[src/rtl/neogeo_sys_pkg.sv]
// Shared constants and types for the 68k system-register write strobe front-end.
package neogeo_sys_pkg;

  localparam logic [6:0] REG0_A23_17 = 7'h1C;
  localparam logic [6:0] REG1_A23_17 = 7'h1D;

  typedef enum logic [1:0] {IDLE, SETUP, STROBE, ACK} state_e;

  typedef enum logic {TGT_BITW0, TGT_BITW1} target_e;

endpackage

[src/rtl/sysreg_write_strobe_if.sv]
// 68k-side bus bundle for the system-register write strobe block.
interface sysreg_write_strobe_if;

  logic [23:1] M68K_ADDR;
  logic        M68K_RW;
  logic        nAS;
  logic        nLDS;
  logic        nUDS;
  logic [3:0]  LATCH_ADDR;
  logic        nBITW0;
  logic        nBITW1;
  logic        nDTACK_REG;

  modport master (
    output M68K_ADDR, M68K_RW, nAS, nLDS, nUDS,
    input  LATCH_ADDR, nBITW0, nBITW1, nDTACK_REG
  );

  modport slave (
    input  M68K_ADDR, M68K_RW, nAS, nLDS, nUDS,
    output LATCH_ADDR, nBITW0, nBITW1, nDTACK_REG
  );

endinterface

[src/rtl/sync_ff.sv]
// Multi-stage synchroniser; resets to 1 so an active-low strobe reads as idle.
module sync_ff #(
  parameter int unsigned STAGES = 2
) (
  input  logic i_clk,
  input  logic i_rst_n,
  input  logic i_d,
  output logic o_q
);

  logic [STAGES-1:0] r_sync;

  always_ff @(posedge i_clk or negedge i_rst_n) begin
    if (!i_rst_n) begin
      r_sync <= '1;
    end else begin
      r_sync <= {r_sync[STAGES-2:0], i_d};
    end
  end

  assign o_q = r_sync[STAGES-1];

endmodule

[src/rtl/sysreg_write_strobe.sv]
// 68k byte-write decoder for $380000-$3BFFFF: fixed-length nBITW0/nBITW1 strobe, then nDTACK.
module sysreg_write_strobe
  import neogeo_sys_pkg::*;
#(
  parameter int unsigned SYNC_STAGES = 2,
  parameter int unsigned STROBE_LEN  = 2
) (
  input  logic                  CLK_24M,
  input  logic                  nRESET,
  sysreg_write_strobe_if.slave  bus
);

  localparam int unsigned CNT_W = $clog2(STROBE_LEN + 1);

  logic             w_as_s;
  logic             w_lds_s;
  logic             w_uds_s;
  logic [SYNC_STAGES-1:0] r_prime;
  logic             r_as_prev;
  logic             w_start;
  logic             w_reg0;
  logic             w_reg1;
  state_e           r_state;
  state_e           w_state_d;
  target_e          r_target;
  target_e          w_target_d;
  logic [CNT_W-1:0] r_cnt;
  logic [CNT_W-1:0] w_cnt_d;
  logic [3:0]       r_latch_addr;
  logic [3:0]       w_latch_addr_d;
  logic             r_nbitw0;
  logic             r_nbitw1;
  logic             r_ndtack;
  logic             w_nbitw0_d;
  logic             w_nbitw1_d;
  logic             w_ndtack_d;
  logic             w_unused;

  sync_ff #(.STAGES(SYNC_STAGES)) u_sync_as (
    .i_clk   (CLK_24M),
    .i_rst_n (nRESET),
    .i_d     (bus.nAS),
    .o_q     (w_as_s)
  );

  sync_ff #(.STAGES(SYNC_STAGES)) u_sync_lds (
    .i_clk   (CLK_24M),
    .i_rst_n (nRESET),
    .i_d     (bus.nLDS),
    .o_q     (w_lds_s)
  );

  sync_ff #(.STAGES(SYNC_STAGES)) u_sync_uds (
    .i_clk   (CLK_24M),
    .i_rst_n (nRESET),
    .i_d     (bus.nUDS),
    .o_q     (w_uds_s)
  );

  // Only lower-strobe presence matters for the decode; the upper strobe is synchronised for parity.
  assign w_unused = ^{bus.M68K_ADDR[16:5], w_uds_s};

  // as_prev is held at 0 until the synchroniser holds real samples, so the reset-to-1 flops
  // cannot fake a falling edge when nAS is already low at reset release.
  always_ff @(posedge CLK_24M or negedge nRESET) begin
    if (!nRESET) begin
      r_prime   <= '0;
      r_as_prev <= 1'b0;
    end else begin
      r_prime   <= {r_prime[SYNC_STAGES-2:0], 1'b1};
      r_as_prev <= r_prime[SYNC_STAGES-1] & w_as_s;
    end
  end

  assign w_start = r_as_prev & ~w_as_s;
  assign w_reg0  = (bus.M68K_ADDR[23:17] == REG0_A23_17);
  assign w_reg1  = (bus.M68K_ADDR[23:17] == REG1_A23_17);

  always_ff @(posedge CLK_24M or negedge nRESET) begin
    if (!nRESET) begin
      r_state      <= IDLE;
      r_target     <= TGT_BITW0;
      r_cnt        <= '0;
      r_latch_addr <= 4'b0000;
      r_nbitw0     <= 1'b1;
      r_nbitw1     <= 1'b1;
      r_ndtack     <= 1'b1;
    end else begin
      r_state      <= w_state_d;
      r_target     <= w_target_d;
      r_cnt        <= w_cnt_d;
      r_latch_addr <= w_latch_addr_d;
      r_nbitw0     <= w_nbitw0_d;
      r_nbitw1     <= w_nbitw1_d;
      r_ndtack     <= w_ndtack_d;
    end
  end

  always_comb begin
    w_state_d      = r_state;
    w_target_d     = r_target;
    w_cnt_d        = r_cnt;
    w_latch_addr_d = r_latch_addr;
    unique case (r_state)
      IDLE: begin
        if (w_start && (w_reg0 || w_reg1) && !bus.M68K_RW) begin
          if (!w_lds_s) begin
            w_latch_addr_d = bus.M68K_ADDR[4:1];
            w_target_d     = w_reg1 ? TGT_BITW1 : TGT_BITW0;
            w_state_d      = SETUP;
          end else begin
            w_state_d = ACK;
          end
        end
      end
      SETUP: begin
        w_cnt_d   = CNT_W'(STROBE_LEN - 1);
        w_state_d = STROBE;
      end
      STROBE: begin
        if (r_cnt != '0) begin
          w_cnt_d = r_cnt - CNT_W'(1);
        end else if (w_as_s) begin
          w_state_d = IDLE;
        end else begin
          w_state_d = ACK;
        end
      end
      ACK: begin
        if (w_as_s) begin
          w_state_d = IDLE;
        end
      end
      default: w_state_d = IDLE;
    endcase
  end

  always_comb begin
    w_nbitw0_d = 1'b1;
    w_nbitw1_d = 1'b1;
    w_ndtack_d = 1'b1;
    if (w_state_d == STROBE) begin
      w_nbitw0_d = (w_target_d != TGT_BITW0);
      w_nbitw1_d = (w_target_d != TGT_BITW1);
    end
    if (w_state_d == ACK) begin
      w_ndtack_d = 1'b0;
    end
  end

  assign bus.LATCH_ADDR = r_latch_addr;
  assign bus.nBITW0     = r_nbitw0;
  assign bus.nBITW1     = r_nbitw1;
  assign bus.nDTACK_REG = r_ndtack;

endmodule

[src/flat_wrapper.sv]
// flat-port wrapper written by rule: the top's interface ports become plain ports
module sysreg_write_strobe_flat import neogeo_sys_pkg::*;
#(
  parameter int unsigned SYNC_STAGES = 2,
  parameter int unsigned STROBE_LEN  = 2
)
  (CLK_24M, nRESET, bus_M68K_ADDR, bus_M68K_RW, bus_nAS, bus_nLDS, bus_nUDS, bus_LATCH_ADDR, bus_nBITW0, bus_nBITW1, bus_nDTACK_REG);
  sysreg_write_strobe_if bus_i ();
  input  logic CLK_24M;
  input  logic nRESET;
  input wire logic [$bits(bus_i.M68K_ADDR)-1:0] bus_M68K_ADDR;
  input wire logic [$bits(bus_i.M68K_RW)-1:0] bus_M68K_RW;
  input wire logic [$bits(bus_i.nAS)-1:0] bus_nAS;
  input wire logic [$bits(bus_i.nLDS)-1:0] bus_nLDS;
  input wire logic [$bits(bus_i.nUDS)-1:0] bus_nUDS;
  output wire logic [$bits(bus_i.LATCH_ADDR)-1:0] bus_LATCH_ADDR;
  output wire logic [$bits(bus_i.nBITW0)-1:0] bus_nBITW0;
  output wire logic [$bits(bus_i.nBITW1)-1:0] bus_nBITW1;
  output wire logic [$bits(bus_i.nDTACK_REG)-1:0] bus_nDTACK_REG;
  assign bus_i.M68K_ADDR = bus_M68K_ADDR;
  assign bus_i.M68K_RW = bus_M68K_RW;
  assign bus_i.nAS = bus_nAS;
  assign bus_i.nLDS = bus_nLDS;
  assign bus_i.nUDS = bus_nUDS;
  assign bus_LATCH_ADDR = bus_i.LATCH_ADDR;
  assign bus_nBITW0 = bus_i.nBITW0;
  assign bus_nBITW1 = bus_i.nBITW1;
  assign bus_nDTACK_REG = bus_i.nDTACK_REG;
  sysreg_write_strobe #(.SYNC_STAGES(SYNC_STAGES), .STROBE_LEN(STROBE_LEN)) u_core (.CLK_24M(CLK_24M), .nRESET(nRESET), .bus(bus_i));
endmodule
[config.mk]
export PLATFORM = sky130hd
export DESIGN_NAME = sysreg_write_strobe_flat
export DESIGN_NICKNAME = d
export VERILOG_FILES = /design/src/rtl/neogeo_sys_pkg.sv /design/src/rtl/sysreg_write_strobe_if.sv /design/src/rtl/sync_ff.sv /design/src/rtl/sysreg_write_strobe.sv /design/src/flat_wrapper.sv
export SDC_FILE = /design/constraint.sdc
export NUM_CORES = 1
export LEC_CHECK = 0
export CAP_MARGIN = 0
export CORE_MARGIN = 4
export CORE_UTILIZATION = 35
export CTS_CLUSTER_DIAMETER = 100
export DETAILED_ROUTE_END_ITERATION = 16
export HOLD_SLACK_MARGIN = 0.06
export PLACE_DENSITY = 0.79
export SLEW_MARGIN = 10
export SYNTH_ARGS = -nofsm -noshare
export SYNTH_HDL_FRONTEND = slang
export SYNTH_SLANG_ARGS = --single-unit
export TNS_END_PERCENT = 30
[constraint.sdc]
create_clock -name CLK_24M -period 1.2 [get_ports CLK_24M]
set_input_delay 0.24 -clock CLK_24M [delete_from_list [all_inputs] [get_ports CLK_24M]]
set_output_delay 0.24 -clock CLK_24M [all_outputs]
set_load 0.01 [all_outputs]
==> results of run 1 <==
[critical path: stages (launching register included)]
cell,delay (ns)
dfrtp_1,0.38
and4bb_2,0.26
nand4_4,0.10
mux2_2,0.34
[timing repair]
| item | 4_1_cts | 5_1_grt |
|---|---|---|
| pin swaps | 2 | 5 |
| endpoints found under the setup margin | 13 | 16 |
| gates resized for setup | 20 | 21 |
| buffers inserted | 0 | 5 |
[logic make-up after synthesis]
group	share of synthesized area, %
buffers and inverters	1.53
other	0.508
muxes	7.63
and+or+nand+nor	14.1
adders and majority gates	1.69
AOI/OAI and AO/OA	8.98
DFF	65.6
[sequential cells by signal, indices dropped and copies added (netlist names)]
register / flops
u_core.bus.nDTACK_REG: 1
u_core.r_as_prev: 1
u_core.r_prime: 2
u_core.bus.nBITW1: 1
u_core.r_state: 2
u_core.r_cnt: 2
u_core.bus.LATCH_ADDR: 4
u_core.u_sync_lds.r_sync: 2
u_core.u_sync_as.r_sync: 2
u_core.bus.nBITW0: 1
u_core.r_target: 1
[per-stage QoR]
stage,total power (uW),TNS (ns),hold WS (ns),instances,area (um^2)
after floorplan,841,0,-0.0556,52,742
after global placement,946,-2.53,0.335,107,1040
after detailed placement,964,-2.71,0.349,107,1040
after CTS,1280,-0.163,0.258,111,1050
after global routing,1380,-0.161,0.259,116,1130
final,1310,-0.00127,0.251,116,1130
[where the power goes]
part | switching [uW] | total (uW) | internal (uW)
sequential | 18.4 | 710 | 691
combinational | 124 | 282 | 159
clock | 191 | 315 | 124
[area by class of cell]
class	count	area (um^2)
Clock inverter	1	5.00
Timing Repair Buffer	33	304
Inverter	3	11.3
Tap cell	27	33.8
Multi-Input combinational cell	30	265
Clock buffer	3	22.5
Sequential cell	19	485
Fill cell	154	855
[Yosys cell counts]
cell       number  area [um^2]
o21a_1          1         7.51
a22oi_1         1         7.51
nand2_1         1         3.75
nand3_1         2         10.0
ha_1            1         12.5
dfstp_2         7          184
o22a_1          1         8.76
a21o_1          1         7.51
nand2b_1        1         6.26
a2bb2oi_1       1         8.76
conb_1          1         3.75
o21ai_1         1         5.00
mux2_2          5         56.3
dfrtp_1        12          300
nor2b_1         1         6.26
a21oi_1         2         10.0
and4bb_2        2         25.0
nor2_1          2         7.51
o22ai_1         1         6.26
nand4_1         1         6.26
nand4_4         1         21.3
nor2_4          1         11.3
inv_1           3         11.3
and2_1          1         6.26
o21ai_0         1         5.00
[worst max-delay path by stage]
stage	end	from	cells past startpoint
CTS	u_core.bus.LATCH_ADDR[1]	bus_M68K_RW	4
global placement	u_core.r_target	bus_M68K_ADDR[21]	4
global route	u_core.bus.LATCH_ADDR[1]	u_core.r_state[0]	3
finish	u_core.r_target	u_core.r_as_prev	3
detailed placement	u_core.bus.LATCH_ADDR[1]	bus_M68K_ADDR[21]	4
floorplan	u_core.bus.LATCH_ADDR[0]	u_core.u_sync_as.r_sync[1]	3
[per-layer routing]
layer / up-vias / global-route usage, % / part of all wire (%)
li1: 256 / - / -
met1: 257 / 11.4 / 42
met2: 21 / 18.1 / 51
met3: 3 / 1.94 / 5.4
met4: 0 / 6.38 / 1.4
met5: - / 0 / 0
==> summary.md, run 1 <==
| Metric | Value |
|---|---|
| Number of DRC markers in iteration 0 | `7` |
| Max Root-Sink Buffers | `2` |
| Failing checks | `setup timing` |
| Routability congestion estimate | `0.719` |
| Reg clk slew, reported paths | `around 0.11 ns` |
| Max-cap violation count | `0` |
| Final net count | `120` |
| Syn_nets | `a little over 80` |
| Layout cells sized above 1 | `about half` |
| Crit path max fanout | `5` |
| Initial Utilization | `between 30% and 40%` |
| Clk Latency, worst-skew pair | `~0.30 ns` |
| Leakage | `roughly 0.00056 uW` |
| Clock Tree Root | `clkbuf_4` |
| Cts bufs inserted | `3` |
| Syn avg cell area | `14.2 um^2` |
| Fmax | `approximately 0.83 GHz` |
| RSZ-0062 raised after global routing | `yes` |
| R2R Setup Slk | `-0.001 ns` |
| Worst min path class | `primary input to async pin` |
| DRC | `0` |
| Mapped Cells | `52` |
| CTS tree | `built` |
| Layout Utilization | `a little under three fifths` |
| CTS H-Tree Depth | `1` |
| Final setup vio count | `1` |
| Part of the cycle the worst path needs | `100%` |
| Mapped cell area | `738 um^2` |
| WL/cell | `~13 um` |
| Hold Vio Cnt, Final | `0` |
| RR Endpoint | `u_core.r_target` |
| YS warnings | `0` |
| I/O Pins | `36` |
| Status | `finished with violations` |
| Number of global-route vias before repair | `around 530` |
| Core Rows | `16` |
| Routed WL | `approximately 1.5 mm` |
| Max VDD drop | `approximately 820 uV` |
| # diodes | `0` |
| CP endpoint kind | `flop` |
| Vias | `roughly 540` |
| Die area | `around 2900 um^2` |
| Global-route wire length before repair | `roughly 2.1 mm` |
| Post-synthesis register bit count | `19` |
| Commonest cells after routing, fill and taps aside | `11 x buf_4, 11 x dfrtp_1, 8 x clkdlybuf4s50_1, 7 x dlymetal6s2s_1, 7 x dfstp_2` |
| WP data required | `~1.4 ns` |
| Worst Reg-to-Reg Cells | `3` |
| Pwr dens | `1160 nW/um^2` |
| Total iterations of the first detailed-routing run | `4` |
| GRT Total Usage | `about a tenth` |
| Antenna-violating nets left | `0` |
| # hold bufs at CTS | `0` |
| RR Startpoint | `u_core.r_as_prev` |
| Dpl hpwl | `roughly 1.1 mm` |
| Type of the worst setup path | `flop to flop` |
| Fin. max-slew vios | `0` |
| Clock skew | `0.0116 ns` |
| CP arrival | `between 1 and 1.5 ns` |
| Sequential area share after synthesis | `between 60% and 70%` |
| Worst Setup Start Kind | `flop` |
| Worst setup margin | `-0.00127 ns` |
| Core area | `between 1500 and 2000 um^2` |
| Netlist cell types | `25` |
| Initial antenna violation count | `0` |
| Grt ovf | `0` |
| Layout area overhead | `52.7%` |
| Clock sinks | `19` |
| PortBufs | `22` |
| Largest net degree at the start of global routing | `20` |
| Pre-CTS setup slack | `-0.376 ns` |
| Vias/cell | `roughly 4.6` |
| Die X-Extent | `53.9 um` |
| Minimum clock period | `~1.2 ns` |
| Die H | `about 54 um` |
(Power assumes the default switching activity.)
==> run 2, diff against run 1 <==
CAP_MARGIN = 20   (was 0)
CELL_PAD_IN_SITES_DETAIL_PLACEMENT = 0   (was default)
CELL_PAD_IN_SITES_GLOBAL_PLACEMENT = 1   (was default)
CORE_UTILIZATION = 27   (was 35)
==> run 2 against run 1 <==
The flow still finishes with violations (setup timing). Combinational power is 8.5% lower. Sequential power about the same. Register-to-register slack got worse by 0.02 ns. Non-clock buffer count down 1. First-iteration DRC count decreased by 43%. Routed wire length decreased by 6.8%. Global-route usage shrank 2.2 points. Sequential share of layout area is essentially flat. Worst hold slack gained 0.0089 ns. Largest power group unchanged. Highest routed layer unchanged.
==> summary.md, run 2 (same netlist as run 1, synthesis figures left out) <==
| Metric | Value |
|---|---|
| Core Rows | `18 (was 16)` |
| Largest net degree at the start of global routing | `20 (unchanged)` |
| Commonest cells after routing, fill and taps aside | `10 x buf_4, 10 x dfrtp_1, 9 x clkdlybuf4s50_1, 7 x dfstp_2, 6 x dlymetal6s2s_1 (was 11 x buf_4, 11 x dfrtp_1, 8 x clkdlybuf4s50_1, 7 x dlymetal6s2s_1, 7 x dfstp_2)` |
| Max Root-Sink Buffers | `2 (unchanged)` |
| Crit-path cells | `clkdlybuf4s50_1, and4bb_2, nand4_4, mux2_4 (was and4bb_2, nand4_4, mux2_2)` |
| WP buf/inv | `1 (was 0)` |
| Clock skew | `0.00893 ns (was 0.0116 ns)` |
| Max-cap violation count | `0 (unchanged)` |
| GRT Total Usage | `8.14% (was 10.4%)` |
| Pre-CTS setup slack | `-0.392 ns (was -0.376 ns)` |
| RSZ-0062 raised after global routing | `yes (unchanged)` |
| CP max stage delay | `0.45 ns (was 0.38 ns)` |
| Layout cells sized above 1 | `45.5% (was 48.3%)` |
| CP arrival | `1.41 ns (was 1.38 ns)` |
| Initial antenna violation count | `0 (unchanged)` |
| Clock sinks | `19 (unchanged)` |
| Layout Utilization | `44.4% (was 56.9%)` |
| Minimum clock period | `1.24 ns (was 1.20 ns)` |
| Layout area overhead | `53.1% (was 52.7%)` |
| Setup Total Neg Slack | `-0.0903 ns (was -0.00127 ns)` |
| Hold_ws | `0.260 ns (was 0.251 ns)` |
| Number of DRC markers in iteration 0 | `4 (was 7)` |
| CP delay by family, top | `buffers and inverters (was flip-flops)` |
| Total iterations of the first detailed-routing run | `4 (unchanged)` |
| Vias | `533 (was 537)` |
| Clock Tree Root | `clkbuf_4 (unchanged)` |
| Fillers | `254 (was 154)` |
| Antenna-violating nets left | `0 (unchanged)` |
| Cts bufs inserted | `3 (unchanged)` |
| Leakage | `0.000544 uW (was 0.000560 uW)` |
| Reg clk slew, reported paths | `0.11 ns (about the same)` |
| Final net count | `119 (was 120)` |
| # diodes | `0 (unchanged)` |
| Max reg flops | `4 (unchanged)` |
| Fin. max-slew vios | `0 (unchanged)` |
| Die H | `60.3 um (was 53.9 um)` |
| CTS H-Tree Depth | `1 (unchanged)` |
| Fmax | `0.806 GHz (was 0.832 GHz)` |
| Die area | `3630 um^2 (was 2910 um^2)` |
| Worst min path class | `primary input to async pin (unchanged)` |
| Final setup vio count | `5 (was 1)` |
| Routability congestion estimate | `0.783 (was 0.719)` |
| CP endpoint kind | `flop (unchanged)` |
| Max VDD drop | `722 uV (was 825 uV)` |
| WL/cell | `11.5 um (was 12.6 um)` |
| Core area | `2540 um^2 (was 1980 um^2)` |
| DRC | `0 (unchanged)` |
| FF+latch area | `487 um^2 (was 485 um^2)` |
| PortBufs | `22 (unchanged)` |
| Crit path max fanout | `5 (unchanged)` |
| # hold bufs at CTS | `0 (unchanged)` |
| Number of global-route vias before repair | `536 (was 529)` |
| Fin cells | `118 (was 116)` |
| Failing checks | `setup timing (unchanged)` |
| Worst setup margin | `-0.0402 ns (was -0.00127 ns)` |
| Type of the worst setup path | `primary input to flop (was flop to flop)` |
| WP data required | `1.37 ns (was 1.38 ns)` |
| Initial Utilization | `29.0% (was 37.2%)` |
| Worst path slowest cell | `clkdlybuf4s50_1 (was dfrtp_1)` |
| Placed Cells | `111 (was 107)` |
| Vias/cell | `4.52 (was 4.63)` |
| Clk Latency, worst-skew pair | `0.29 ns (was 0.30 ns)` |
| Status | `finished with violations (unchanged)` |
| Worst Setup Start Kind | `primary input (was flop)` |
| Pwr dens | `1130 nW/um^2 (was 1160 nW/um^2)` |
| Part of the cycle the worst path needs | `103% (was 100%)` |
| Global-route wire length before repair | `2.17 mm (was 2.11 mm)` |
| Area of the multi-input gates | `263 um^2 (was 265 um^2)` |
| I/O Pins | `36 (unchanged)` |
| CTS tree | `built (unchanged)` |
| Grt ovf | `0 (unchanged)` |
| Dpl hpwl | `995 um (was 1.07 mm)` |
| Hold Vio Cnt, Final | `0 (unchanged)` |
| Routed WL | `1.36 mm (was 1.46 mm)` |
| Die X-Extent | `60.3 um (was 53.9 um)` |
## run 2: cell types whose count changed in the layout (fill, tap and decap cells not counted), sizes merged
cell	delta
dlymetal6s2s	-1
clkdlybuf4s15	+2
buf	-1
clkbuf	-2
clkdlybuf4s50	+1
## run 2: through the flow
step / total power (uW) / instance area (um^2)
floorplan: 841 / 742
global placement: 947 / 1050
detailed placement: 955 / 1050
CTS: 1270 / 1070
global route: 1360 / 1130
finish: 1270 / 1130
## run 2: cell type report
| cell class | instances | area share [%] |
|---|---|---|
| clock buffer | 3 | 1.99 |
| clock inverter | 1 | 0.443 |
| inverter | 3 | 0.997 |
| multi-input combinational | 30 | 23.3 |
| sequential | 19 | 43.1 |
| tap | 30 | 3.32 |
| timing repair buffer | 32 | 26.9 |
## run 2: layer usage
metal | GRT usage, % | wire, um | vias up
met1 | 9.64 | 552 | 260
met4 | 4.11 | 9 | 0
met2 | 12.7 | 680 | 17
met5 | 0 | 0 | -
li1 | - | - | 254
met3 | 3.24 | 120 | 2
## run 2: path summary, 6_finish.rpt
check	from	end	slack [ns]	depth (start not counted)
setup / recovery	bus_M68K_ADDR[20]	u_core.r_target	-0.04	4
hold / removal	nRESET	u_core.r_prime[0]	0.26	2
setup reg to reg	u_core.u_sync_lds.r_sync[1]	u_core.bus.LATCH_ADDR[2]	-0.02	3
hold reg to reg	u_core.u_sync_lds.r_sync[0]	u_core.u_sync_lds.r_sync[1]	0.36	0
max in group asynchronous	nRESET	u_core.bus.nBITW1	0.67	2
min in group CLK_24M	bus_nAS	u_core.u_sync_as.r_sync[0]	0.34	1
## run 2: power by group
group	switching, uW	internal [uW]
registers	17.1	691
logic	117	142
clock network	181	124
## run 2: what timing repair did
action / 4_1_cts / 5_1_grt
cloned: 0 / 0
pin swaps: 1 / 4
gates resized for setup: 21 / 17
endpoints found under the setup margin: 13 / 15
buffers inserted: 0 / 3
